### src/rtl/patmos_wb_ctrl_slave_pkg.sv
// Shared definitions for the Patmos Wishbone control slave: register offsets,
// FSM state type and the byte-lane merge helper.
package patmos_wb_pkg;

  localparam logic [7:0] OFF_BOOT_ADDR = 8'h00;
  localparam logic [7:0] OFF_STALL     = 8'h04;
  localparam logic [7:0] OFF_RESET     = 8'h08;
  localparam logic [7:0] OFF_DATA_ODD  = 8'h0C;
  localparam logic [7:0] OFF_ADDR_ODD  = 8'h10;
  localparam logic [7:0] OFF_EN_ODD    = 8'h14;
  localparam logic [7:0] OFF_DATA_EVEN = 8'h18;
  localparam logic [7:0] OFF_ADDR_EVEN = 8'h1C;
  localparam logic [7:0] OFF_EN_EVEN   = 8'h20;

  localparam logic [31:0] ERR_DATA_DEFAULT = 32'hDEAD_BEEF;

  typedef enum logic {ST_IDLE, ST_ACK} wb_state_e;

  function automatic logic [31:0] byte_merge(input logic [31:0] old_val,
                                             input logic [31:0] new_val,
                                             input logic [3:0]  sel);
    logic [31:0] r;
    r = old_val;
    for (int unsigned b = 0; b < 4; b++) begin
      if (sel[b]) r[b*8 +: 8] = new_val[b*8 +: 8];
    end
    return r;
  endfunction

endpackage

### src/rtl/patmos_wb_ctrl_slave_if.sv
// Wishbone classic slave-side bus bundle used between the management core and the control slave.
interface patmos_wb_ctrl_slave_if;
  logic        wbs_cyc_i;
  logic        wbs_stb_i;
  logic        wbs_we_i;
  logic [3:0]  wbs_sel_i;
  logic [31:0] wbs_adr_i;
  logic [31:0] wbs_dat_i;
  logic        wbs_ack_o;
  logic [31:0] wbs_dat_o;

  modport slave (
    input  wbs_cyc_i, wbs_stb_i, wbs_we_i, wbs_sel_i, wbs_adr_i, wbs_dat_i,
    output wbs_ack_o, wbs_dat_o
  );

  modport master (
    output wbs_cyc_i, wbs_stb_i, wbs_we_i, wbs_sel_i, wbs_adr_i, wbs_dat_i,
    input  wbs_ack_o, wbs_dat_o
  );
endinterface

### src/rtl/patmos_wb_ctrl_slave_byte_reg.sv
// 32-bit register with per-byte write enables and synchronous active-low reset to zero.
module wb_byte_reg
  import patmos_wb_pkg::*;
(
  input  logic        clk_i,
  input  logic        rstn_i,
  input  logic        we_i,
  input  logic [3:0]  sel_i,
  input  logic [31:0] d_i,
  output logic [31:0] q_o
);

  logic [31:0] val_q, val_d;

  always_comb begin
    val_d = val_q;
    if (we_i) val_d = byte_merge(val_q, d_i, sel_i);
  end

  always_ff @(posedge clk_i) begin
    if (!rstn_i) val_q <= '0;
    else         val_q <= val_d;
  end

  assign q_o = val_q;

endmodule

### src/rtl/patmos_wb_ctrl_slave.sv
// Wishbone classic responder configuring Patmos: boot address, stall, reset and boot-memory bank writes.
module patmos_wb_ctrl_slave
  import patmos_wb_pkg::*;
#(
  parameter logic [31:0] BASE_ADDR = 32'h3000_0000,
  parameter int unsigned BMEM_AW   = 10,
  parameter logic [31:0] ERR_DATA  = ERR_DATA_DEFAULT
) (
  input  logic               wb_clk_i,
  input  logic               wb_rstn_i,
  patmos_wb_ctrl_slave_if.slave wbs,
  output logic [31:0]        boot_addr_o,
  output logic               stall_o,
  output logic               core_rst_o,
  output logic               bmem_odd_we_o,
  output logic [BMEM_AW-1:0] bmem_odd_addr_o,
  output logic [31:0]        bmem_odd_data_o,
  output logic               bmem_even_we_o,
  output logic [BMEM_AW-1:0] bmem_even_addr_o,
  output logic [31:0]        bmem_even_data_o
);

  wb_state_e state_q, state_d;
  logic ack_q, ack_d;
  logic [31:0] dat_q, dat_d;
  logic stall_q, stall_d;
  logic core_rst_q, core_rst_d;
  logic en_odd_q, en_odd_d;
  logic en_even_q, en_even_d;
  logic [BMEM_AW-1:0] addr_odd_q, addr_odd_d;
  logic [BMEM_AW-1:0] addr_even_q, addr_even_d;

  logic wr_boot, wr_odd, wr_even;
  logic [31:0] boot_q, data_odd_q, data_even_q;
  logic [31:0] rdata, wmerge;
  logic [7:0]  offset;
  logic        req;

  assign offset = wbs.wbs_adr_i[7:0];
  assign req = wbs.wbs_cyc_i && wbs.wbs_stb_i && (wbs.wbs_adr_i[31:8] == BASE_ADDR[31:8]);

  wb_byte_reg u_boot_addr (
    .clk_i(wb_clk_i), .rstn_i(wb_rstn_i), .we_i(wr_boot),
    .sel_i(wbs.wbs_sel_i), .d_i(wbs.wbs_dat_i), .q_o(boot_q)
  );

  wb_byte_reg u_data_odd (
    .clk_i(wb_clk_i), .rstn_i(wb_rstn_i), .we_i(wr_odd),
    .sel_i(wbs.wbs_sel_i), .d_i(wbs.wbs_dat_i), .q_o(data_odd_q)
  );

  wb_byte_reg u_data_even (
    .clk_i(wb_clk_i), .rstn_i(wb_rstn_i), .we_i(wr_even),
    .sel_i(wbs.wbs_sel_i), .d_i(wbs.wbs_dat_i), .q_o(data_even_q)
  );

  always_comb begin
    rdata = ERR_DATA;
    case (offset)
      OFF_BOOT_ADDR: rdata = boot_q;
      OFF_STALL:     rdata = {31'b0, stall_q};
      OFF_RESET:     rdata = {31'b0, core_rst_q};
      OFF_DATA_ODD:  rdata = data_odd_q;
      OFF_ADDR_ODD:  rdata = {{(32-BMEM_AW){1'b0}}, addr_odd_q};
      OFF_EN_ODD:    rdata = {31'b0, en_odd_q};
      OFF_DATA_EVEN: rdata = data_even_q;
      OFF_ADDR_EVEN: rdata = {{(32-BMEM_AW){1'b0}}, addr_even_q};
      OFF_EN_EVEN:   rdata = {31'b0, en_even_q};
      default:       rdata = ERR_DATA;
    endcase
  end

  // Narrow fields take their bits from the addressed register merged with the new bytes,
  // so byte enables and ignored upper bits fall out of one merge.
  assign wmerge = byte_merge(rdata, wbs.wbs_dat_i, wbs.wbs_sel_i);

  always_comb begin
    state_d     = state_q;
    ack_d       = 1'b0;
    dat_d       = '0;
    stall_d     = stall_q;
    core_rst_d  = core_rst_q;
    en_odd_d    = en_odd_q;
    en_even_d   = en_even_q;
    addr_odd_d  = addr_odd_q;
    addr_even_d = addr_even_q;
    wr_boot     = 1'b0;
    wr_odd      = 1'b0;
    wr_even     = 1'b0;
    case (state_q)
      ST_IDLE: begin
        if (req) begin
          state_d = ST_ACK;
          ack_d   = 1'b1;
          if (wbs.wbs_we_i) begin
            case (offset)
              OFF_BOOT_ADDR: wr_boot     = 1'b1;
              OFF_STALL:     stall_d     = wmerge[0];
              OFF_RESET:     core_rst_d  = wmerge[0];
              OFF_DATA_ODD:  wr_odd      = 1'b1;
              OFF_ADDR_ODD:  addr_odd_d  = wmerge[BMEM_AW-1:0];
              OFF_EN_ODD:    en_odd_d    = wmerge[0];
              OFF_DATA_EVEN: wr_even     = 1'b1;
              OFF_ADDR_EVEN: addr_even_d = wmerge[BMEM_AW-1:0];
              OFF_EN_EVEN:   en_even_d   = wmerge[0];
              default: ;
            endcase
          end else begin
            dat_d = rdata;
          end
        end
      end
      ST_ACK:  state_d = ST_IDLE;
      default: state_d = ST_IDLE;
    endcase
  end

  always_ff @(posedge wb_clk_i) begin
    if (!wb_rstn_i) begin
      state_q     <= ST_IDLE;
      ack_q       <= 1'b0;
      dat_q       <= '0;
      stall_q     <= 1'b0;
      core_rst_q  <= 1'b1;
      en_odd_q    <= 1'b0;
      en_even_q   <= 1'b0;
      addr_odd_q  <= '0;
      addr_even_q <= '0;
    end else begin
      state_q     <= state_d;
      ack_q       <= ack_d;
      dat_q       <= dat_d;
      stall_q     <= stall_d;
      core_rst_q  <= core_rst_d;
      en_odd_q    <= en_odd_d;
      en_even_q   <= en_even_d;
      addr_odd_q  <= addr_odd_d;
      addr_even_q <= addr_even_d;
    end
  end

  assign wbs.wbs_ack_o    = ack_q;
  assign wbs.wbs_dat_o    = dat_q;
  assign boot_addr_o      = boot_q;
  assign stall_o          = stall_q;
  assign core_rst_o       = core_rst_q;
  assign bmem_odd_we_o    = en_odd_q;
  assign bmem_odd_addr_o  = addr_odd_q;
  assign bmem_odd_data_o  = data_odd_q;
  assign bmem_even_we_o   = en_even_q;
  assign bmem_even_addr_o = addr_even_q;
  assign bmem_even_data_o = data_even_q;

endmodule

### src/flat_wrapper.sv
// flat-port wrapper written by rule: the top's interface ports become plain ports
module patmos_wb_ctrl_slave_flat import patmos_wb_pkg::*;
#(
  parameter logic [31:0] BASE_ADDR = 32'h3000_0000,
  parameter int unsigned BMEM_AW   = 10,
  parameter logic [31:0] ERR_DATA  = ERR_DATA_DEFAULT
)
  (wb_clk_i, wb_rstn_i, boot_addr_o, stall_o, core_rst_o, bmem_odd_we_o, bmem_odd_addr_o, bmem_odd_data_o, bmem_even_we_o, bmem_even_addr_o, bmem_even_data_o, wbs_wbs_cyc_i, wbs_wbs_stb_i, wbs_wbs_we_i, wbs_wbs_sel_i, wbs_wbs_adr_i, wbs_wbs_dat_i, wbs_wbs_ack_o, wbs_wbs_dat_o);
  patmos_wb_ctrl_slave_if wbs_i ();
  input  logic wb_clk_i;
  input  logic wb_rstn_i;
  output logic [31:0] boot_addr_o;
  output logic stall_o;
  output logic core_rst_o;
  output logic bmem_odd_we_o;
  output logic [BMEM_AW-1:0] bmem_odd_addr_o;
  output logic [31:0] bmem_odd_data_o;
  output logic bmem_even_we_o;
  output logic [BMEM_AW-1:0] bmem_even_addr_o;
  output logic [31:0] bmem_even_data_o;
  input wire logic [$bits(wbs_i.wbs_cyc_i)-1:0] wbs_wbs_cyc_i;
  input wire logic [$bits(wbs_i.wbs_stb_i)-1:0] wbs_wbs_stb_i;
  input wire logic [$bits(wbs_i.wbs_we_i)-1:0] wbs_wbs_we_i;
  input wire logic [$bits(wbs_i.wbs_sel_i)-1:0] wbs_wbs_sel_i;
  input wire logic [$bits(wbs_i.wbs_adr_i)-1:0] wbs_wbs_adr_i;
  input wire logic [$bits(wbs_i.wbs_dat_i)-1:0] wbs_wbs_dat_i;
  output wire logic [$bits(wbs_i.wbs_ack_o)-1:0] wbs_wbs_ack_o;
  output wire logic [$bits(wbs_i.wbs_dat_o)-1:0] wbs_wbs_dat_o;
  assign wbs_i.wbs_cyc_i = wbs_wbs_cyc_i;
  assign wbs_i.wbs_stb_i = wbs_wbs_stb_i;
  assign wbs_i.wbs_we_i = wbs_wbs_we_i;
  assign wbs_i.wbs_sel_i = wbs_wbs_sel_i;
  assign wbs_i.wbs_adr_i = wbs_wbs_adr_i;
  assign wbs_i.wbs_dat_i = wbs_wbs_dat_i;
  assign wbs_wbs_ack_o = wbs_i.wbs_ack_o;
  assign wbs_wbs_dat_o = wbs_i.wbs_dat_o;
  patmos_wb_ctrl_slave #(.BASE_ADDR(BASE_ADDR), .BMEM_AW(BMEM_AW), .ERR_DATA(ERR_DATA)) u_core (.wb_clk_i(wb_clk_i), .wb_rstn_i(wb_rstn_i), .wbs(wbs_i), .boot_addr_o(boot_addr_o), .stall_o(stall_o), .core_rst_o(core_rst_o), .bmem_odd_we_o(bmem_odd_we_o), .bmem_odd_addr_o(bmem_odd_addr_o), .bmem_odd_data_o(bmem_odd_data_o), .bmem_even_we_o(bmem_even_we_o), .bmem_even_addr_o(bmem_even_addr_o), .bmem_even_data_o(bmem_even_data_o));
endmodule
### config.mk
export PLATFORM = sky130hd
export DESIGN_NAME = patmos_wb_ctrl_slave_flat
export DESIGN_NICKNAME = d
export VERILOG_FILES = /design/src/rtl/patmos_wb_ctrl_slave_pkg.sv /design/src/rtl/patmos_wb_ctrl_slave_if.sv /design/src/rtl/patmos_wb_ctrl_slave_byte_reg.sv /design/src/rtl/patmos_wb_ctrl_slave.sv /design/src/flat_wrapper.sv
export SDC_FILE = /design/constraint.sdc
export NUM_CORES = 1
export LEC_CHECK = 0
export ABC_CLOCK_PERIOD_IN_PS = 2800
export BUFFER_PORTS_ARGS = -buffer_cell sky130_fd_sc_hd__buf_2
export CAP_MARGIN = 20
export CORE_MARGIN = 5
export CORE_UTILIZATION = 45
export DETAILED_ROUTE_END_ITERATION = 7
export GPL_ROUTABILITY_DRIVEN = 0
export PLACE_DENSITY = 0.76
export RECOVER_POWER = 25
export SYNTH_ARGS = -nofsm -noshare
export SYNTH_HDL_FRONTEND = slang
export SYNTH_SLANG_ARGS = --single-unit
### constraint.sdc
create_clock -name wb_clk_i -period 2.8 [get_ports wb_clk_i]
set_input_delay 0.7 -clock wb_clk_i [delete_from_list [all_inputs] [get_ports wb_clk_i]]
set_output_delay 0.7 -clock wb_clk_i [all_outputs]
set_load 0.005 [all_outputs]
# Word-level counts from Yosys, hierarchy flattened
# Index checks and enable logic that the tools add are counted.
# op_classes
eq_ne,9
mux,17
bitwise_logic,3
reduce_logical,23
# ops
op,n
32-bit case mux with 9 select lines,1
"8-bit by 5-bit equality test with 1-bit output, second input constant",4
"24-bit by 22-bit equality test with 1-bit output, second input constant",1
2-bit AND reduction,12
4-bit AND reduction,6
"8-bit by 4-bit equality test with 1-bit output, second input constant",2
1-bit 2-to-1 mux,13
"8-bit by 3-bit equality test with 1-bit output, second input constant",1
"8-bit by 6-bit equality test with 1-bit output, second input constant",1
8-bit zero test,1
8-bit 2-to-1 mux,1
4-bit OR reduction,1
1-bit NOT,3
1-bit logical AND,2
2-bit 2-to-1 mux,1
1-bit case mux with 2 select lines,1
2-bit OR reduction,1
# totals
regBits,154
inputBits,73
output_inout_bits,153
word_cells,73

# Longest topological paths before layout
# logic_depth
ltp_word,6
ltp_mapped,7
mapped_depth_nobuf,5

# Modules after synthesis
# From an unflattened synthesis, not the netlist that was laid out.
# hier_totals
hier_cells,800
area_unflattened_um2,7257.0
# by_module_without_submodules
module,n_inst,cells_each,area_per_inst_um2,seq_area_each_um2
wb_byte_reg,3,151,1426.4,640.6
patmos_wb_ctrl_slave,1,347,2977.9,1141.1

# Worst setup path after synthesis
# No wires, ideal clock.
# synth_timing
path_type,input to register
from,in wbs_wbs_adr_i[4]
to,reg u_core.u_data_even.val_q[7] (netlist: u_core.u_data_even.q_o[7])
setup_time_ns,0.128
arrival_time_ns,2.544
t_required_ns,2.672
setup_slack_ns,0.128
path_stages,7
n_path_buf,2
cell_sequence,buf_4 > or4b_4 > or4_4 > or4_1 > buf_2 > mux2i_1 > nor2_1
# synth_between
elab_chain_len,6
# synth_lines
item,line_no,source
start: declaration,flat_wrapper.sv:25,input wire logic [$bits(wbs_i.wbs_adr_i)-1:0] wbs_wbs_adr_i;
8-bit by 5-bit equality test with 1-bit output,patmos_wb_ctrl_slave.sv:96,case (offset)
1-bit 2-to-1 mux,patmos_wb_ctrl_slave.sv:96,
1-bit 2-to-1 mux,patmos_wb_ctrl_slave.sv:95,if (wbs.wbs_we_i) begin
1-bit 2-to-1 mux,patmos_wb_ctrl_slave.sv:92,if (req) begin
1-bit 2-to-1 mux,patmos_wb_ctrl_slave.sv:90,case (state_q)
2-bit AND reduction (no source line),-,
end signal: assignment,patmos_wb_ctrl_slave_byte_reg.sv:22,else val_q <= val_d;
end: declaration,patmos_wb_ctrl_slave_byte_reg.sv:13,"logic [31:0] val_q, val_d;"
# Every way passes these cells.
# A chain may end at the register's enable or synchronous reset.

# Final worst setup path
# layout_timing
from,in wbs_wbs_adr_i[7]
to,reg u_core.u_data_even.val_q[4] (netlist: u_core.u_data_even.q_o[4])
# The elaborated chain is that of the path after synthesis.

==> impl_metrics.ini <==
[logic_synthesis]
synth_flop_cell = dfxtp_1
synth_area_leader_cell = dfxtp_1
synth_nets = 763
synth-seq-cells = 153
yosys-top-cells-area = dfxtp_1, mux2i_1, nand2_1
synth_area_per_cell_sq_um = 9.47
synth-edff-count = 0
ys_warn_count = 0
synthDominantCellAreaShare = 0.469
syn_inst = 690
ys_async_sr_fraction = 0
yosysUniqueCellTypes = 48
synth_area_sq_um = 6540
yosysSeqAreaShare = 0.469

[worst_setup_path]
path_class = input pin to flop
crit_fanout = 8
path_buf_inv = 2
r2r-end = u_core.u_data_even.q_o[4]$_SDFFE_PN0P_
crit_path_max_incr_delay_ps = 520
worst_ep_required_time_ps = 3090
worst_r2r_startpoint = u_core.state_q$_SDFF_PP0_
arrival_ps = 2680
crit_family = simple AND/OR/NAND/NOR gates
worstPathCellList = buf_2 -> or4b_4 -> or4_4 -> or4_1 -> buf_4 -> mux2i_1 -> nor2_1
slowest_stage = or4b_4
setup.worst_path.end_class = flop
reg2reg_setup_slack_ps = 680
start_kind = input pin
rr_worst_depth = 7

[cts]
cts_tree = done
cts_made_buffers = 17
clock-sinks = 153
clockRootBuffer = clkbuf_16
insertion_delay_ps = 430
post_cts_buffers = 0
hold_buffers = 0
cts_max_path_buffers = 2
ctsResizeCount = 0
h-tree-depth = 4
clkSlewWorstSetupHoldPaths_ps = 70

[detailed_routing]
drt-vias-per-instance = 5.55
vias = 6303
drcViolationCount = 0
wl_um = 20900
firstDrtPassIters = 5
wl_per_cell_um = 18.4
drt_iter0_markers = 476
ant_nets = 0

[floorplan]
core.rowCount = 44
dieArea_sq_um = 17000
die_h_um = 131
coreArea_sq_um = 14400
io-pin-count = 226
die_w_um = 131
initial_core_util = 0.455

[sta]
hold_ws_ps = 466
tns_ps = 0
fin_crit_sh = 0.850
rsz0062_at_grt = false
clock_skew_ps = 10.8
fin_ws_ps = 419
tightest_slew_ps = 656
setup_viol = 0
fin_crit_ps = 2380
finalHoldViolCount = 0
drv_slew = 0
fmax_ghz = 0.420
max_slew_margin = 0.561

[grt]
antenna_found_initial = 1
grt_usage = 0.236
grt_pass1_wl_um = 31400
overflow = 0
grt_pass1_vias = 5946
grt_max_degree = 59

[hold_path]
hold_class = flop to flop
worstHoldStart = u_core.u_data_even.q_o[27]$_SDFFE_PN0P_
hold_path_end = u_core.wbs.wbs_dat_o[27]$_SDFF_PP0_
hold_depth = 2

[placed_design]
place_ws_ps = 11.5
hpwl_um = 15100
portBuffers = 225

[pwr]
worst_ir_drop_vdd_mv = 0.430
power.density_nw_per_um2 = 529
power.leakage_nw = 3.75
power_w = 0.00462

[layout]
num-fill-cells = 1277
syn_to_final_growth_pct = 33.4
final_common_cell = buf_2
diodes = 0
final_core_util = 0.607
drive_gt1_frac = 0.301
final_cell_mix = buf_2, dfxtp_1, nand2_1
final_nets = 1012

[outcome]
outcome = finished clean

[job]
drv_cap = 0
-- cells by family (layout without fill, tap and decap cells) --
kind of cell | Yosys count | in the layout | synth area share
and+or+nand+nor | 262 | 262 | 0.200
muxes | 115 | 115 | 0.181
DFF | 153 | 153 | 0.469
AOI/OAI and AO/OA | 111 | 111 | 0.120
buffers and inverters | 49 | 311 | 0.0300
-- report_power, final --
part	switching, W	total (W)	internal (W)
combinational	0.000140	0.000222	0.0000820
clock	0.000978	0.00222	0.00124
sequential	0.000000000000946	0.00218	0.00218
-- layout make-up --
class | count | area, sq um | share of cell area
clock inverter | 15 | 141 | 0.0162
timing repair buffer | 275 | 1560 | 0.179
clock buffer | 17 | 425 | 0.0488
sequential | 153 | 3060 | 0.351
inverter | 4 | 15.0 | 0.00172
multi-input combinational | 488 | 3290 | 0.377
tap | 184 | 230 | 0.0264
-- metal layers --
| layer | track usage | up-vias | share of wire |
|---|---|---|---|
| met5 | 0 | - | 0.00053 |
| met4 | 0.0835 | 2 | 0.020 |
| met3 | 0.0679 | 33 | 0.087 |
| met2 | 0.375 | 283 | 0.47 |
| met1 | 0.307 | 3000 | 0.42 |
| li1 | - | 2985 | - |
-- worst min-delay path, cell delays in order, from the launching register on --
cell	delay (ps)
dfxtp_1	320
nand2_1	60
a21oi_1	50
-- Yosys cell counts (2+ instances only) --
| cell type | count |
|---|---|
| a21o_1 | 3 |
| a21oi_1 | 40 |
| a221oi_1 | 16 |
| a22o_1 | 19 |
| a22oi_1 | 9 |
| and2_1 | 2 |
| and3_1 | 7 |
| and4_1 | 2 |
| buf_1 | 2 |
| buf_2 | 7 |
| clkbuf_1 | 35 |
| dfxtp_1 | 153 |
| inv_1 | 3 |
| mux2_2 | 18 |
| mux2i_1 | 96 |
| nand2_1 | 97 |
| nand2b_1 | 4 |
| nand3_1 | 13 |
| nand4_1 | 9 |
| nor2_1 | 83 |
| nor2b_1 | 2 |
| nor3_1 | 7 |
| nor4_1 | 10 |
| nor4_4 | 6 |
| nor4bb_1 | 3 |
| o211ai_1 | 7 |
| o22ai_1 | 2 |
| o2bb2ai_1 | 4 |
| o31ai_1 | 5 |
| or3_1 | 3 |
| or3b_2 | 3 |
| or4_1 | 4 |
-- state kept, by name, summed over array words and instances, names as in the netlist --
name                     cells
u_core.bmem_even_addr_o     10
u_core.bmem_even_we_o        1
u_core.bmem_odd_addr_o      10
u_core.bmem_odd_we_o         1
u_core.core_rst_o            1
u_core.stall_o               1
u_core.state_q               1
u_core.u_boot_addr.q_o      32
u_core.u_data_even.q_o      32
u_core.u_data_odd.q_o       32
u_core.wbs.wbs_dat_o        32
-- metrics by stage --
stage	std cells	area (sq um)
after floorplan	690	6540
after CTS	1136	8790
after global placement	1104	8220
after global routing	1136	8720
final	1136	8720
after detailed placement	1104	8220
-- how the worst max path moves through the flow --
stage,startpoint,end,slack [ps],depth (start not counted)
after global routing,wbs_wbs_adr_i[7],u_core.u_data_even.q_o[9]$_SDFFE_PN0P_,360,7
after CTS,wbs_wbs_adr_i[7],u_core.u_data_even.q_o[4]$_SDFFE_PN0P_,450,7
final,wbs_wbs_adr_i[7],u_core.u_data_even.q_o[4]$_SDFFE_PN0P_,420,7
after detailed placement,wbs_wbs_adr_i[7],u_core.u_data_even.q_o[4]$_SDFFE_PN0P_,10,7
after global placement,wbs_wbs_adr_i[7],u_core.u_data_even.q_o[6]$_SDFFE_PN0P_,40,7
after floorplan,wbs_wbs_adr_i[4],u_core.u_data_even.q_o[7]$_SDFFE_PN0P_,130,7
Power figures use the tool's default switching activity.
